<file path="config.mk">
export PLATFORM = sky130hd
export DESIGN_NAME = popcount_scheduler
export DESIGN_NICKNAME = d
export VERILOG_FILES = /design/src/rtl/popcount_scheduler.sv
export SDC_FILE = /design/constraint.sdc
export NUM_CORES = 1
export LEC_CHECK = 0
export CAP_MARGIN = 0
export CORE_MARGIN = 1.5
export CORE_UTILIZATION = 50
export CTS_CLUSTER_SIZE = 10
export DETAILED_ROUTE_END_ITERATION = 10
export PLACE_DENSITY = 0.84
export SYNTH_ARGS = -nofsm -noshare
export SYNTH_HDL_FRONTEND = slang
export SYNTH_SLANG_ARGS = --single-unit
</file>
<file path="constraint.sdc">
create_clock -name clk -period 3 [get_ports clk]
set_clock_uncertainty 0.05 [all_clocks]
set_input_delay 0.6 -clock clk [delete_from_list [all_inputs] [get_ports clk]]
set_output_delay 0.6 -clock clk [all_outputs]
set_load 0.05 [all_outputs]
</file>
<file path="src/rtl/popcount_scheduler.sv">
`default_nettype none
// ============================================================================
//  Module   : popcount_scheduler
//  Purpose  : Two-requester round-robin front end for one shared iterative
//             population-count datapath. Each accepted word is reduced with
//             one pairwise-field-addition tree level per clock. The count is
//             then held, tagged with its requester ID, until the consumer
//             takes it.
//  Revision : 1.0 - initial release
// ============================================================================
module popcount_scheduler #(
    parameter int WIDTH  = 32,
    parameter int LEVELS = 5
) (
    input  logic              clk,
    input  logic              rst_n,
    input  logic              in_valid0,
    input  logic [WIDTH-1:0]  in_data0,
    output logic              in_ready0,
    input  logic              in_valid1,
    input  logic [WIDTH-1:0]  in_data1,
    output logic              in_ready1,
    output logic              out_valid,
    output logic [LEVELS:0]   out_count,
    output logic              out_id,
    input  logic              out_ready,
    output logic              busy
);

    localparam int LVL_W = (LEVELS > 1) ? $clog2(LEVELS) : 1;

    typedef enum logic [1:0] {
        ST_IDLE   = 2'd0,
        ST_REDUCE = 2'd1,
        ST_DONE   = 2'd2
    } state_t;

    state_t                  r_state;
    state_t                  w_state_nxt;
    logic [WIDTH-1:0]        r_vec;
    logic [LVL_W-1:0]        r_lvl;
    logic [LEVELS:0]         r_count;
    logic                    r_id;
    logic                    r_last_grant;

    logic                    w_grant0;
    logic                    w_grant1;
    logic                    w_accept;
    logic                    w_last_lvl;
    logic [WIDTH-1:0]        w_reduced;
    logic [LEVELS-1:0][WIDTH-1:0] w_lvl_res;

    // Round-robin: a lone requester always wins; on contention the side that
    // did not win last time is chosen.
    assign w_grant0   = in_valid0 & (~in_valid1 | r_last_grant);
    assign w_grant1   = in_valid1 & (~in_valid0 | ~r_last_grant);
    assign w_accept   = (r_state == ST_IDLE) & (in_valid0 | in_valid1);
    assign w_last_lvl = (r_lvl == LVL_W'(LEVELS - 1));

    // Ready is gated by rst_n so nothing appears accepted while reset is held.
    assign in_ready0  = rst_n & (r_state == ST_IDLE) & w_grant0;
    assign in_ready1  = rst_n & (r_state == ST_IDLE) & w_grant1;

    assign out_valid  = (r_state == ST_DONE);
    assign busy       = (r_state != ST_IDLE);
    assign out_count  = r_count;
    assign out_id     = r_id;

    // Every tree level is built in parallel; level l adds adjacent 2^l-bit
    // fields into 2^(l+1)-bit fields. Field values never exceed the field
    // width, so the zero-extended sum cannot overflow.
    for (genvar l = 0; l < LEVELS; l++) begin : g_level
        localparam int F = 1 << l;
        for (genvar j = 0; j < WIDTH / (2 * F); j++) begin : g_pair
            assign w_lvl_res[l][j*2*F +: 2*F] =
                {{F{1'b0}}, r_vec[j*2*F +: F]} + {{F{1'b0}}, r_vec[j*2*F+F +: F]};
        end
    end

    // Select the level that the current iteration performs.
    always_comb begin
        w_reduced = '0;
        for (int k = 0; k < LEVELS; k++) begin
            if (r_lvl == LVL_W'(k)) begin
                w_reduced = w_lvl_res[k];
            end
        end
    end

    // State register.
    always_ff @(posedge clk or negedge rst_n) begin
        if (!rst_n) begin
            r_state <= ST_IDLE;
        end else begin
            r_state <= w_state_nxt;
        end
    end

    // Next-state logic: accept, iterate LEVELS times, then hold until taken.
    always_comb begin
        w_state_nxt = r_state;
        case (r_state)
            ST_IDLE:   if (w_accept)   w_state_nxt = ST_REDUCE;
            ST_REDUCE: if (w_last_lvl) w_state_nxt = ST_DONE;
            ST_DONE:   if (out_ready)  w_state_nxt = ST_IDLE;
            default:                   w_state_nxt = ST_IDLE;
        endcase
    end

    // Datapath: capture the granted word, run one level per clock, latch count.
    always_ff @(posedge clk or negedge rst_n) begin
        if (!rst_n) begin
            r_vec        <= '0;
            r_lvl        <= '0;
            r_count      <= '0;
            r_id         <= 1'b0;
            r_last_grant <= 1'b1;
        end else begin
            case (r_state)
                ST_IDLE: begin
                    if (w_accept) begin
                        r_vec        <= w_grant1 ? in_data1 : in_data0;
                        r_id         <= w_grant1;
                        r_last_grant <= w_grant1;
                        r_lvl        <= '0;
                    end
                end
                ST_REDUCE: begin
                    r_vec <= w_reduced;
                    r_lvl <= r_lvl + LVL_W'(1);
                    if (w_last_lvl) begin
                        r_count <= w_reduced[LEVELS:0];
                    end
                end
                default: begin
                end
            endcase
        end
    end

endmodule
`default_nettype wire
</file>
==> impl_metrics.csv <==
group,metric,value,unit
run_status,run_status,"complete, no violations",
die,chipWidth,107,um
logic_synthesis,number_of_storage_elements_in_the_synthesis_netlist,45,
clock_network,clock_tree.buffer_depth,2,
logic_synthesis,synth_simple_gate_area_share,17.7,%
logic_synthesis,post_synth_fa_ha_maj_area_fraction,23.2,%
sta,max_slew.worst_pin.slew,0.667,ns
logic_synthesis,synth-compound-area-share,28.5,%
logic_synthesis,synth_top_flop_cell,"sky130_fd_sc_hd__dfrtp_1",
clock_network,cts_max_level,2,
finish,area_growth_syn_to_fin,20.7,%
placement,detailedPlacementHpwl,14.5,mm
placement,port_buf_inserts,79,
pwr,total_leakage_power,3.03,nW
global_routing,peak_usage_layer_in_the_global_routing_report,"met2",
global_routing,first_global_vias,5939,
sta,worst_slew_margin_rel,55.4,%
job,cap_violations,0,
logic_synthesis,synthesis.instances,702,
logic_synthesis,synth.yosys.seq_area_share,20.7,%
sta,unrepaired_setup_endpoints_after_global_routing,"false",
route,drt_iter0_markers,585,
clock_network,clk_pin_slew_worst_paths,0.10,ns
route,route.antenna.remaining_nets,0,
sta,period_minus_slack,2.65,ns
global_routing,grt_first_pass_wirelength,30.2,mm
finish,layout.core_utilization,62.9,%
clock_network,cts_tree,"done",
die,io_pins,80,
route,num_vias,5941,
logic_synthesis,avgSynthCellArea,7.76,um2
logic_synthesis,synth_fp_nets,863,
clock_network,tritoncts.num_buffers,5,
critical_path,regToRegStartpoint,"r_vec[0]",
critical_path,delay_of_the_slowest_cell_on_the_worst_path,0.47,ns
global_routing,globalRouteMet3Util,3.45,%
critical_path,critical_path.startpoint_type,"register",
pwr,vdd_drop_max,603,uV
clock_network,cts-root-buf,"sky130_fd_sc_hd__clkbuf_8",
clock_network,clock_sink_count,45,
global_routing,globalRoute.totalOverflow,0,
clock_network,ctsResizeCount,0,
pwr,netSwitchingFraction,55.8,%
logic_synthesis,ys_warn_count,0,
logic_synthesis,synth_xor_xnor_area_share,3.37,%
critical_path,worstPathArrival,2.81,ns
die,rows,37,
route,drc,0,
finish,fraction_of_layout_cells_with_a_size_suffix_above_1,7.15,%
critical_path,critical_path.reg2reg.endpoint,"r_vec[4]",
clock_network,cts_hold_repair.buffers,0,
logic_synthesis,muxShareOfSynthArea,2.32,%
logic_synthesis,synth_async_sr_flop_share,100,%
route,drt-pass1-iter-count,6,
global_routing,maximum_number_of_pins_on_one_net_before_global_route_repair,46,
logic_synthesis,syn_area,0.00545,mm2
critical_path,cell_repeated_most_along_the_worst_path,"sky130_fd_sc_hd__o21ai_1",
global_routing,track_usage,34.0,%
die,design.die.area,0.0115,mm2
critical_path,crit_type,"reg2reg",
sta,maxSlewViolCount,0,
finish,insertedDiodeCount,0,
sta,hold_violations,0,
pwr,p_comb_share,75.1,%
logic_synthesis,synthDominantCellAreaShare,20.2,%
logic_synthesis,synthTopCellsByArea,"sky130_fd_sc_hd__dfrtp_1, sky130_fd_sc_hd__ha_1, sky130_fd_sc_hd__nand2_1",
critical_path,end_kind,"register",
critical_path,path_cells,"ha_1 > inv_1 > fa_1 > nor2b_1 > o21ai_1 > a21boi_1 > nor2_1 > a32oi_1 > o21ai_1 > a221o_1",
pwr,internal_power,0.00328,W
pwr,p_switching,0.00413,W
global_routing,grt_use_met2,55.1,%
min_path,min_path_type,"in2async",
logic_synthesis,synth_top_family_by_area,"compound AO/OA/AOI/OAI gates",
critical_path,critical_path.startpoint,"r_vec[0]",
critical_path,critical_path.max_fanout,6,
sta,timing.final.crit_share,88.4,%
finish,finish.net_count,943,
route,routed_via_density,6.46,
pwr,clock_power_share,5.6,%
route,totalWireLength,19.2,mm
placement,gp_congestion,1.06,
pwr,power_frac_seq,19.3,%
route,routed_wire_length_per_instance,20.9,um
pwr,power_density,1130,mW/mm2
critical_path,setup.worst_path.end,"r_vec[4]",
logic_synthesis,synth_enable_flop_cells,0,
die,start_util,52.1,%
global_routing,groute.layer.met1.usage,44.0,%
critical_path,cp.required,3.15,ns
global_routing,number_of_antenna_violations_at_the_first_check_in_global_routing,0,
critical_path,cp_slowest_cell,"sky130_fd_sc_hd__dfrtp_1",
sta,max_freq,377,MHz
clock_network,cts.repair_timing.setup_buffer_count,0,
logic_synthesis,leading_area_contributor_after_synthesis,"sky130_fd_sc_hd__dfrtp_1",
sta,total_setup_violations_reported_at_the_end_of_the_flow,0,
logic_synthesis,netlist-cell-type-count,59,
die,die_h,107,um
critical_path,worst-r2r-cell-count,10,
clock_network,worstSkewPairLatency,0.32,ns
sta,fin_tns_setup,0,ns
critical_path,setup.reg_to_reg.worst_slack,0.35,ns
finish,layout.filler_cells,928,
die,coreArea,0.0105,mm2
-- per-layer routing --
metal / vias to the layer above / wire (um) / share of wire, %
li1: 2713 / - / -
met1: 2779 / 7630 / 40
met2: 359 / 8570 / 45
met3: 90 / 1920 / 10
met4: 0 / 1070 / 5.6
met5: - / 0 / 0
-- worst min-delay path by stage --
stage,start,to,cells after the start
2_1_floorplan,rst_n,out_count[0],0
3_3_place_gp,out_count[3],out_count[3],1
3_5_place_dp,out_count[3],out_count[3],1
4_1_cts,out_count[3],out_count[3],1
5_1_grt,rst_n,r_lvl[1],2
6_report,rst_n,r_lvl[1],2
-- metrics by stage --
stage / hold slack (ns) / cells / power (W) / instance area (um2) / setup slack [ns]
after detailed placement: 0.415 / 911 / 0.00683 / 6490 / 0.375
final: 0.409 / 919 / 0.00742 / 6580 / 0.348
after CTS: 0.437 / 919 / 0.00726 / 6580 / 0.379
after global routing: 0.469 / 919 / 0.00800 / 6580 / 0.176
after global placement: 0.409 / 911 / 0.00664 / 6490 / 0.411
after floorplan: 0.254 / 702 / 0.00507 / 5450 / 0.594
-- worst max-delay path, delay by kind of cell (launching register included) --
family	cells	cell delay, ns
adder cells (fa/ha/maj)	2	0.63
flip-flops	1	0.47
buffers and inverters	1	0.06
AO/OA/AOI/OAI	5	1.07
AND/OR/NAND/NOR	2	0.26
-- cells in the mapped netlist, drive strengths merged (4+ instances only) --
cell type	instances
nand2	123
ha	77
a21oi	69
o21ai	69
nor2	51
dfrtp	44
inv	26
clkbuf	25
a21o	16
o22ai	16
fa	15
xnor2	13
a211oi	12
a31oi	12
nor3	11
buf	9
xor2	8
a221oi	7
mux2i	7
nor2b	7
nand2b	6
nand3	6
o21a	6
mux2	5
o211ai	5
a221o	4
and3	4
or3	4
-- flip-flops by register name (all words and copies together), names as in the netlist --
name          count
r_lvl             3
r_vec            32
out_count         6
r_state           2
r_last_grant      1
out_id            1
-- area by class of cell --
class | count | area (um2) | area share (%)
Clock buffer | 5 | 68.8 | 1.05
Sequential cell | 45 | 1130 | 17.1
Tap cell | 136 | 170 | 2.59
Multi-Input combinational cell | 597 | 4100 | 62.2
Timing Repair Buffer | 107 | 1000 | 15.3
Clock inverter | 3 | 17.5 | 0.266
Inverter | 26 | 97.6 | 1.48
-- cells by family after synthesis --
group                    count (synthesis)
buffers and inverters                   60
adder cells (fa/ha/maj)                 92
AO/OA/AOI/OAI                          248
AND/OR/NAND/NOR                        224
XOR/XNOR                                21
multiplexers                            12
flip-flops                              45
-- layout by cell type, fill, tap and decap left out, types with 11 or more instances in the layout --
cell type	synthesis	routed
sky130_fd_sc_hd__nand2_1	123	123
sky130_fd_sc_hd__ha_1	77	77
sky130_fd_sc_hd__clkdlybuf4s50_1	0	76
sky130_fd_sc_hd__a21oi_1	68	68
sky130_fd_sc_hd__o21ai_0	61	61
sky130_fd_sc_hd__nor2_1	49	49
sky130_fd_sc_hd__dfrtp_1	44	44
sky130_fd_sc_hd__buf_4	0	29
sky130_fd_sc_hd__inv_1	25	25
sky130_fd_sc_hd__a21o_1	16	16
sky130_fd_sc_hd__o22ai_1	15	15
sky130_fd_sc_hd__fa_1	15	15
sky130_fd_sc_hd__xnor2_1	13	13
sky130_fd_sc_hd__a31oi_1	12	12
sky130_fd_sc_hd__a211oi_1	11	11
sky130_fd_sc_hd__nor3_1	11	11
-- power groups by stage --
stage	Clock (W)	Sequential, W	Combinational, W
2_1_floorplan	0	0.00137	0.00370
3_3_place_gp	0	0.00141	0.00523
3_5_place_dp	0	0.00142	0.00541
4_1_cts	0.000413	0.00141	0.00544
5_1_grt	0.000438	0.00146	0.00610
6_report	0.000418	0.00143	0.00557
Power figures use the tool's default switching activity.
